===== src/rtl/lift_scheduler.sv =====
// lift_scheduler
//   Single-car lift scheduler using a SCAN (collective) policy. Outstanding
//   floor calls are latched. The travel direction is chosen only while the car
//   is idle. Each floor-to-floor move is timed, and the door handshake is
//   sequenced at every served floor.
//
//   Optional feature: define LIFT_ESTOP_EN to add the estop_i input. While
//   estop_i is high, the scheduler freezes in place.
//
// Ports
//   clk_i            system clock, all state on the rising edge
//   reset_i          asynchronous active-high reset
//   call_req_i       per-floor call buttons; a high bit latches that floor
//   door_open_i      door status from the door controller
//   estop_i          (LIFT_ESTOP_EN only) emergency stop, freezes the FSM
//   current_floor_o  floor the car is at, or last passed
//   moving_o         high while the car travels between floors
//   dir_up_o         current/last travel direction (1 = up)
//   arrive_pulse_o   one-cycle pulse on arrival at a served floor
//   door_reopen_o    one-cycle pulse asking the door to re-open/extend
//   pending_o        latched outstanding calls
//   door_fault_o     sticky flag, set when the door handshake times out
module lift_scheduler #(
    parameter  int N_FLOORS            = 8,
    parameter  int FLOOR_TRAVEL_CYCLES = 100,
    parameter  int DOOR_TIMEOUT_CYCLES = 1024,
    localparam int FW                  = (N_FLOORS > 2) ? $clog2(N_FLOORS) : 1
) (
    input  logic                clk_i,
    input  logic                reset_i,
    input  logic [N_FLOORS-1:0] call_req_i,
    input  logic                door_open_i,
`ifdef LIFT_ESTOP_EN
    input  logic                estop_i,
`endif
    output logic [FW-1:0]       current_floor_o,
    output logic                moving_o,
    output logic                dir_up_o,
    output logic                arrive_pulse_o,
    output logic                door_reopen_o,
    output logic [N_FLOORS-1:0] pending_o,
    output logic                door_fault_o
);

    localparam int TW = $clog2(FLOOR_TRAVEL_CYCLES + 1);
    localparam int DW = $clog2(DOOR_TIMEOUT_CYCLES + 1);
    localparam logic [TW-1:0] TRAVEL_LAST = TW'(FLOOR_TRAVEL_CYCLES - 1);
    localparam logic [DW-1:0] DOOR_LAST   = DW'(DOOR_TIMEOUT_CYCLES - 1);
    localparam logic [FW-1:0] TOP_FLOOR   = FW'(N_FLOORS - 1);

    typedef enum logic [1:0] {IDLE, MOVE, ARRIVE, DOOR_WAIT} state_t;

    state_t                state_q, state_d;
    logic [FW-1:0]         floor_q, floor_d;
    logic                  dir_q, dir_d;
    logic [TW-1:0]         tcnt_q, tcnt_d;
    logic                  step_q, step_d;
    logic [DW-1:0]         dcnt_q, dcnt_d;
    logic                  phase_q, phase_d;
    logic                  fault_q, fault_d;
    logic                  arrive_q, arrive_d;
    logic                  reopen_q, reopen_d;
    logic                  moving_q, moving_d;
    logic [N_FLOORS-1:0]   pending_q, pending_d;

    logic [N_FLOORS-1:0]   floor_onehot;
    logic [N_FLOORS-1:0]   clear_mask;
    logic [N_FLOORS-1:0]   block_mask;
    logic                  ahead_up, ahead_dn, call_hit, at_end;
    logic                  freeze, estop_rise;

    // While frozen, the whole FSM holds. estop_rise provides the single
    // door_reopen pulse that is issued when estop lands during DOOR_WAIT.
`ifdef LIFT_ESTOP_EN
    logic estop_q;
    always_ff @(posedge clk_i or posedge reset_i) begin
        if (reset_i) estop_q <= 1'b0;
        else         estop_q <= estop_i;
    end
    assign freeze     = estop_i;
    assign estop_rise = estop_i & ~estop_q;
`else
    assign freeze     = 1'b0;
    assign estop_rise = 1'b0;
`endif

    assign floor_onehot = N_FLOORS'(1) << floor_q;
    assign call_hit     = (state_q == DOOR_WAIT) && call_req_i[floor_q];
    assign block_mask   = (state_q == DOOR_WAIT) ? floor_onehot : '0;
    assign at_end       = dir_q ? (floor_q == TOP_FLOOR) : (floor_q == '0);

    // Look for outstanding calls above and below the car's floor.
    always_comb begin
        ahead_up = 1'b0;
        ahead_dn = 1'b0;
        for (int f = 0; f < N_FLOORS; f++) begin
            if (pending_q[f] && (FW'(f) > floor_q)) ahead_up = 1'b1;
            if (pending_q[f] && (FW'(f) < floor_q)) ahead_dn = 1'b1;
        end
    end

    // Next-state logic. In MOVE, the cycle right after a floor step (step_q)
    // is used to decide at the new floor whether to stop, park at an end
    // floor, or keep travelling. Each floor therefore costs
    // FLOOR_TRAVEL_CYCLES+1 cycles.
    always_comb begin
        state_d    = state_q;
        floor_d    = floor_q;
        dir_d      = dir_q;
        tcnt_d     = tcnt_q;
        step_d     = step_q;
        dcnt_d     = dcnt_q;
        phase_d    = phase_q;
        fault_d    = fault_q;
        reopen_d   = 1'b0;
        clear_mask = '0;

        case (state_q)
            IDLE: begin
                tcnt_d = '0;
                step_d = 1'b0;
                if (pending_q[floor_q]) begin
                    state_d = ARRIVE;
                end else if (dir_q ? ahead_up : ahead_dn) begin
                    state_d = MOVE;
                end else if (dir_q ? ahead_dn : ahead_up) begin
                    dir_d   = ~dir_q;
                    state_d = MOVE;
                end
            end
            MOVE: begin
                if (step_q) begin
                    step_d = 1'b0;
                    if (pending_q[floor_q]) state_d = ARRIVE;
                    else if (at_end)        state_d = IDLE;
                end else if (tcnt_q == TRAVEL_LAST) begin
                    tcnt_d = '0;
                    step_d = 1'b1;
                    if (dir_q && floor_q != TOP_FLOOR)  floor_d = floor_q + 1'b1;
                    else if (!dir_q && floor_q != '0)   floor_d = floor_q - 1'b1;
                end else begin
                    tcnt_d = tcnt_q + 1'b1;
                end
            end
            ARRIVE: begin
                clear_mask = floor_onehot;
                dcnt_d     = '0;
                phase_d    = 1'b0;
                state_d    = DOOR_WAIT;
            end
            DOOR_WAIT: begin
                // A call at this floor extends the door instead of latching.
                // The pulse is rate-limited to one every two cycles.
                if (call_hit) begin
                    dcnt_d   = '0;
                    reopen_d = ~reopen_q;
                end else begin
                    dcnt_d = dcnt_q + 1'b1;
                end
                if (!call_hit && dcnt_q == DOOR_LAST) begin
                    fault_d = 1'b1;
                    state_d = IDLE;
                end else if (!phase_q) begin
                    if (door_open_i) phase_d = 1'b1;
                end else if (!door_open_i) begin
                    state_d = IDLE;
                end
            end
            default: state_d = IDLE;
        endcase

        arrive_d = (state_d == ARRIVE);

        if (freeze) begin
            state_d    = state_q;
            floor_d    = floor_q;
            dir_d      = dir_q;
            tcnt_d     = tcnt_q;
            step_d     = step_q;
            dcnt_d     = dcnt_q;
            phase_d    = phase_q;
            fault_d    = fault_q;
            arrive_d   = 1'b0;
            clear_mask = '0;
            reopen_d   = estop_rise && (state_q == DOOR_WAIT);
        end

        moving_d  = (state_d == MOVE) && !freeze;
        pending_d = (pending_q | (call_req_i & ~block_mask)) & ~clear_mask;
    end

    // All state and all outputs are registered here. Reset returns
    // everything to the parked state, so pending calls are dropped.
    always_ff @(posedge clk_i or posedge reset_i) begin
        if (reset_i) begin
            state_q   <= IDLE;
            floor_q   <= '0;
            dir_q     <= 1'b1;
            tcnt_q    <= '0;
            step_q    <= 1'b0;
            dcnt_q    <= '0;
            phase_q   <= 1'b0;
            fault_q   <= 1'b0;
            arrive_q  <= 1'b0;
            reopen_q  <= 1'b0;
            moving_q  <= 1'b0;
            pending_q <= '0;
        end else begin
            state_q   <= state_d;
            floor_q   <= floor_d;
            dir_q     <= dir_d;
            tcnt_q    <= tcnt_d;
            step_q    <= step_d;
            dcnt_q    <= dcnt_d;
            phase_q   <= phase_d;
            fault_q   <= fault_d;
            arrive_q  <= arrive_d;
            reopen_q  <= reopen_d;
            moving_q  <= moving_d;
            pending_q <= pending_d;
        end
    end

    assign current_floor_o = floor_q;
    assign moving_o        = moving_q;
    assign dir_up_o        = dir_q;
    assign arrive_pulse_o  = arrive_q;
    assign door_reopen_o   = reopen_q;
    assign pending_o       = pending_q;
    assign door_fault_o    = fault_q;

endmodule


===== config.mk =====
export PLATFORM = sky130hd
export DESIGN_NAME = lift_scheduler
export DESIGN_NICKNAME = d
export VERILOG_FILES = /design/src/rtl/lift_scheduler.sv
export SDC_FILE = /design/constraint.sdc
export NUM_CORES = 1
export LEC_CHECK = 0
export ABC_AREA = 1
export ABC_CLOCK_PERIOD_IN_PS = 1700
export CORE_ASPECT_RATIO = 2
export CORE_MARGIN = 2
export CORE_UTILIZATION = 40
export CTS_CLUSTER_SIZE = 40
export DETAILED_ROUTE_END_ITERATION = 8
export PLACE_DENSITY = 0.64
export SLEW_MARGIN = 20
export SYNTH_ARGS = -nofsm -noshare
export SYNTH_HDL_FRONTEND = slang
export SYNTH_SLANG_ARGS = --single-unit

===== constraint.sdc =====
create_clock -name clk_i -period 1.7 [get_ports clk_i]
set_input_delay 0.34 -clock clk_i [delete_from_list [all_inputs] [get_ports clk_i]]
set_output_delay 0.34 -clock clk_i [all_outputs]
set_load 0.05 [all_outputs]

==> results of run 1 <==
## report_power, final
part | total, mW | internal, mW | switching [mW] | leakage (nW)
sequential | 1.25 | 1.07 | 0.184 | 0.463
clock | 0.953 | 0.585 | 0.367 | 0.0712
combinational | 1.44 | 0.532 | 0.903 | 0.992
## layout make-up
type / instances / area, um2
clock buffers: 8 / 146
inverters: 42 / 168
multi-input cells: 212 / 1350
repair buffers: 54 / 520
well taps: 61 / 76.3
flip-flops and latches: 38 / 957
fillers: 541 / 2490
## routing by layer
layer,wire [um],vias up,global-route usage
li1,-,1089,-
met1,2270,1052,0.220
met2,3270,63,0.348
met3,209,25,0.0426
met4,360,0,0.144
met5,0,-,0
## through the flow
| step | cells | hold WS, ns |
|---|---|---|
| 4_1_cts | 412 | 0.416 |
| 3_5_place_dp | 403 | 0.457 |
| 3_3_place_gp | 403 | 0.463 |
| 2_1_floorplan | 297 | 0.468 |
| 5_1_grt | 415 | 0.424 |
| 6_report | 415 | 0.399 |
## how the worst max path moves through the flow
stage | to | startpoint | cells after the start
floorplan | arrive_pulse_o | current_floor_o[0] | 11
detailed placement | arrive_pulse_o | current_floor_o[0] | 10
CTS | arrive_pulse_o | current_floor_o[1] | 8
global route | arrive_pulse_o | current_floor_o[0] | 13
global placement | current_floor_o[2] | current_floor_o[1] | 8
finish | arrive_pulse_o | current_floor_o[1] | 10
## sequential cells by signal, summed over array words and instances (netlist names), 2 cells and up
register         flops
dcnt_q              11
pending_o            8
tcnt_q               7
current_floor_o      3
state_q              2
## cell families (layout without fill, tap and decap cells)
kind of cell,Yosys count,in the layout,share of synthesized area
AND/OR/NAND/NOR,136,136,0.271
AO/OA/AOI/OAI,56,56,0.149
XOR/XNOR,10,10,0.0372
multiplexers,1,1,0.00426
flip-flops,38,38,0.405
adder cells (fa/ha/maj),9,9,0.0479
buffers and inverters,47,104,0.0862
## worst reg2reg max path: stages (launching register included)
cell and delay (ns):
dfrtp_2 0.47, ha_4 0.19, ha_2 0.17, inv_2 0.09
nand2_2 0.08, o21ai_4 0.09, nand3_2 0.09, a21oi_2 0.15
nand2_2 0.08, nand2_2 0.08, nor2_2 0.03
## synth_stat cells, drive strengths merged
| cell | number |
|---|---|
| nor2 | 30 |
| a211oi | 2 |
| a32oi | 4 |
| o22ai | 6 |
| dfstp | 1 |
| o21ai | 20 |
| o21bai | 1 |
| dfrtp | 37 |
| xor2 | 8 |
| a32o | 2 |
| o21a | 1 |
| nand4 | 1 |
| a31oi | 1 |
| a22oi | 2 |
| a22o | 2 |
| ha | 9 |
| mux2i | 1 |
| buf | 5 |
| nand2 | 77 |
| nand3 | 26 |
| xnor2 | 2 |
| o31ai | 1 |
| inv | 42 |
| a21oi | 14 |
| nor3 | 1 |
| or2 | 1 |
## repair_timing
action                                  in CTS  in global routing
hold buffers                                 0                  0
pin swaps                                    1                 10
buffers inserted                             1                  3
endpoints found under the setup margin       4                  6
gates resized for setup                      4                 33
==> results by group, run 1 <==
Critical path
  – Critical path's top delay family: flip-flops
  – R2R depth: 10
  – Reg2reg start: current_floor_o[1]
  – Crit-path max FO: 5
  – Reg-to-Reg End: arrive_pulse_o
  – Most used cell, CP: nand2_2
  – Data arrival, critical path: 1.82 ns
  – Buf/Inv on CP: 1
  – Worst reg2reg setup slack: 0.07 ns
  – Max incr delay on CP: 0.47 ns
  – CP Class: reg2reg
  – Critical path data required time: 1.88 ns
  – Critical Path, Cell by Cell: ha_4 > ha_2 > inv_2 > nand2_2 > o21ai_4 > nand3_2 > a21oi_2 > nand2_2 > nand2_2 > nor2_2
  – Startpoint Class: flip-flop
  – Critical path capture point type: flip-flop
  – Slowest-stage cell, CP: dfrtp_2

Global route
  – Global Route Usage Sum: 0.206
  – Global-route wire length before repair: 10.2 mm
  – Grt ovf: 0
  – Vias in the first global route: 2,213
  – Pin count of the biggest net entering global routing: 39
  – Initial antenna violation count: 0

STA
  – Slew @ Worst Pin: 0.689 ns
  – Fin crit share: 0.961
  – Unrepaired setup endpoints after global routing: yes
  – Setup-failing EPs final: 0
  – Worst relative slew slack: 0.539
  – Setup ws final: 0.0657 ns
  – Clock Skew: 0.00483 ns
  – Fmax: 612 MHz
  – Max-slew violations: 0
  – Setup TNS: 0 ns
  – Hold Fails Final Rpt: 0
  – Tmin final: 1.63 ns

Clock tree
  – CTS max path bufs: 2
  – Clock sink count: 38
  – TritonCTS clock tree: done
  – CTS clk-pin slew, worst paths: 0.06 ns
  – Clock Latency Late Sink: 0.29 ns
  – Clock root buffer: clkbuf_16
  – H-tree depth: 2
  – CTS buffer count: 5

Yosys
  – Synth cell types: 38
  – Synth top area share: 0.394
  – Syn Inst Count: 297
  – #FFs+latches synth: 38
  – Synth Net Count: 317
  – Top cells by area, synth: dfrtp_1 (39%), nand2_1 (11%), inv_1 (5.4%)
  – Synth warnings: 0
  – Cell Area, Synth: 0.00235 mm2
  – Sequential element share of the synthesized area: 0.405
  – Yosys top cell by area: dfrtp_1
  – Mean Syn Cell Area: 7.92 um2

Cells and area
  – Nets: 373
  – Commonest non-fill, non-tap cells in the layout: nand2_1 (63), buf_4 (34), dfrtp_1 (33)
  – Fin area: 0.00322 mm2
  – Inserted Diodes: 0
  – Layout cells sized above 1: 0.331
  – Most common cell after layout, fill and taps aside: nand2_1
  – Final core occ: 0.564
  – Area added between synthesis and finish: 37.0%

Detailed routing
  – Vias per cell: 5.37
  – DRC viols: 0
  – Post-route ant nets: 0
  – Drt wl/cell: 14.7 um
  – Via count: 2,229
  – Total wire length: 6.11 mm
  – Initial detailed-routing violation count: 101
  – First-pass DRT Iterations: 5

Job
  – Max-Cap Viols: 0

Die
  – IO Pins: 27
  – Core Area: 0.00571 mm2
  – Die width: 58.2 um
  – Die area: 0.00655 mm2
  – Die extent in y: 112 um
  – Initial core utilization: 0.412
  – Site Rows: 39

Power and ir drop
  – Worst vdd ir: 1040 uV
  – P per Cell Area: 1130 mW/mm2
  – Leak: 1.53 nW
  – Power consumption: 3.64 mW

Placed design
  – Port Buffer Count: 26
  – Pre-CTS setup slack: -0.0373 ns
  – DP Area: 0.00291 mm2
  – RD Place Congestion: 0.964
  – Hpwl dp: 4.62 mm

Run status
  – Status: finished, final reports clean

Hold path
  – Hold Path Class: in2async
No activity file was read; power rests on OpenSTA's default activity.
==> run 2: changes to the inputs <==
--- a/config.mk
+++ b/config.mk
@@ -12,7 +12,8 @@
 export CORE_UTILIZATION = 40
 export CTS_CLUSTER_SIZE = 40
 export DETAILED_ROUTE_END_ITERATION = 8
-export PLACE_DENSITY = 0.64
+export DONT_BUFFER_PORTS = 1
+export PLACE_DENSITY = 0.58
 export SLEW_MARGIN = 20
 export SYNTH_ARGS = -nofsm -noshare
 export SYNTH_HDL_FRONTEND = slang
==> run 2 against run 1 <==
Clock skew grew 0.00062 ns. Power shrank 2.6%. Clock power shrank 0.7%. Critical path depth shrank 3. Non-clock buffer count shrank 17. Sequential share of layout area grew 2.7 points. Wire length grew 3.5%. Die area is the same. Sequential power grew 5%. Combinational power shrank 10%. Hold slack lost 0.33 ns. Maximum frequency shrank 1.5%. Largest power group is now registers.
==> results by group, run 2 (synthesis gave the netlist of run 1 again) <==
Placed design
  – RD Place Congestion: 0.898
  – Hpwl dp: 4.96 mm
  – Pre-CTS setup slack: -0.0243 ns
  – Port Buffer Count: 0
  – Dpl cells: 386

Cells and area
  – Area added between synthesis and finish: 25.5%
  – Commonest non-fill, non-tap cells in the layout: nand2_1 (64), dfrtp_1 (34), buf_4 (34)
  – Layout cells sized above 1: 0.306
  – Nets: 356
  – Final core occ: 0.517
  – Inserted Diodes: 0
  – Layout fillers: 558
  – Fin cells: 398
  – Max reg flops: 11
  – Multi-input gate area: 0.00131 mm2
  – Register Area: 956 um2
  – Biggest register: dcnt_q
  – Most common cell after layout, fill and taps aside: nand2_1

STA
  – Tmin final: 1.66 ns
  – Max-slew violations: 0
  – Hold Fails Final Rpt: 0
  – Fin crit share: 0.976
  – Worst relative slew slack: 0.520
  – Unrepaired setup endpoints after global routing: yes
  – Setup-failing EPs final: 0
  – Slew @ Worst Pin: 0.718 ns
  – Setup ws final: 0.0405 ns
  – Clock Skew: 0.00545 ns
  – Fmax: 603 MHz

Critical path
  – Startpoint Class: flip-flop
  – Critical path data required time: 1.91 ns
  – Crit-path max FO: 6
  – Critical path capture point type: flip-flop
  – CP Class: reg2reg
  – Data arrival, critical path: 1.87 ns

Die
  – Initial core utilization: 0.412
  – Core Area: 0.00571 mm2
  – Die extent in y: 112 um
  – Die area: 0.00655 mm2
  – Site Rows: 39
  – Die width: 58.2 um
  – IO Pins: 27

Detailed routing
  – Total wire length: 6.33 mm
  – Via count: 2,139
  – Initial detailed-routing violation count: 60
  – Drt wl/cell: 15.9 um
  – DRC viols: 0
  – Vias per cell: 5.37
  – First-pass DRT Iterations: 4
  – Post-route ant nets: 0

Clock tree
  – Clock Latency Late Sink: 0.28 ns
  – CTS clk-pin slew, worst paths: 0.06 ns
  – CTS Hold Bufs: 0
  – H-tree depth: 2
  – CTS buffer count: 5
  – Clock root buffer: clkbuf_16
  – TritonCTS clock tree: done
  – Clock sink count: 38
  – CTS max path bufs: 2

Global route
  – Grt ovf: 0
  – Pin count of the biggest net entering global routing: 39
  – Global-route wire length before repair: 10.3 mm
  – Global Route Usage Sum: 0.212
  – Vias in the first global route: 2,175
  – Initial antenna violation count: 0

Hold path
  – Hold Path Class: in2async

Run status
  – Status: finished, final reports clean

Power and ir drop
  – Worst vdd ir: 714 uV
  – Leak: 1.42 nW
  – P per Cell Area: 1200 mW/mm2
  – Power consumption: 3.55 mW

Job
  – Max-Cap Viols: 0
run 2: power by group:
group          leakage [nW]  internal, mW  switching (mW)  total [mW]
clock network        0.0729         0.580           0.365       0.946
logic                 0.883         0.475           0.815        1.29
registers             0.463          1.07           0.248        1.31
total                  1.42          2.12            1.43        3.55
run 2: what timing repair did:
| item | 4_1_cts | 5_1_grt |
|---|---|---|
| setup endpoints to repair | 3 | 10 |
| pin swaps | 0 | 8 |
| resized for setup | 1 | 21 |
| setup buffers | 1 | 3 |
run 2: layout make-up:
type                       count  share of cell area
sequential                    38               0.324
tap                           61              0.0258
inverter                      42              0.0568
multi-input combinational    212               0.444
timing repair buffer          37              0.0979
clock buffer                   6              0.0470
clock inverter                 2             0.00424
run 2: through the flow:
stage                     hold WS, ns  TNS (ns)  cell area, um2
after CTS                      0.0878         0            2850
after global routing            0.128   -0.0548            2950
after floorplan                 0.468   -0.0584            2410
final                          0.0641         0            2950
after global placement          0.389         0            2690
after detailed placement        0.389   -0.0250            2690
run 2: worst max-delay path, cell delays in order, from the launching register on:
cell and delay [ns]:
dfrtp_2 0.48, buf_6 0.19, o21ai_1 0.20, o21bai_1 0.20
nand3_1 0.16, o21ai_2 0.20, nand2_2 0.08, nor2_2 0.08
run 2: per-layer routing:
layer,up-vias,GRT usage,part of all wire
met1,1016,0.203,0.35
met2,52,0.398,0.57
met5,-,0,0
met4,0,0.130,0.054
met3,21,0.0300,0.031
li1,1050,-,-
run 2: path summary, 6_finish.rpt:
| path | end | slack (ns) | startpoint | cells past startpoint |
|---|---|---|---|---|
| min in group clk_i | pending_o[2] | 0.21 | call_req_i[2] | 2 |
| setup reg to reg | arrive_pulse_o | 0.04 | current_floor_o[0] | 7 |
| hold / removal | dcnt_q[0] | 0.06 | reset_i | 2 |
| max in group asynchronous | current_floor_o[0] | 1.26 | reset_i | 2 |
| setup / recovery | arrive_pulse_o | 0.04 | current_floor_o[0] | 7 |
| hold reg to reg | phase_q | 0.52 | phase_q | 2 |
==> run 3: changes to the inputs <==
--- a/config.mk
+++ b/config.mk
@@ -14,6 +14,7 @@
 export DETAILED_ROUTE_END_ITERATION = 8
 export DONT_BUFFER_PORTS = 1
 export PLACE_DENSITY = 0.58
+export SKIP_LAST_GASP = 1
 export SLEW_MARGIN = 20
 export SYNTH_ARGS = -nofsm -noshare
 export SYNTH_HDL_FRONTEND = slang
==> results of run 3 <==
Same layout as run 2: the final DEF is identical, and so are final timing and power.
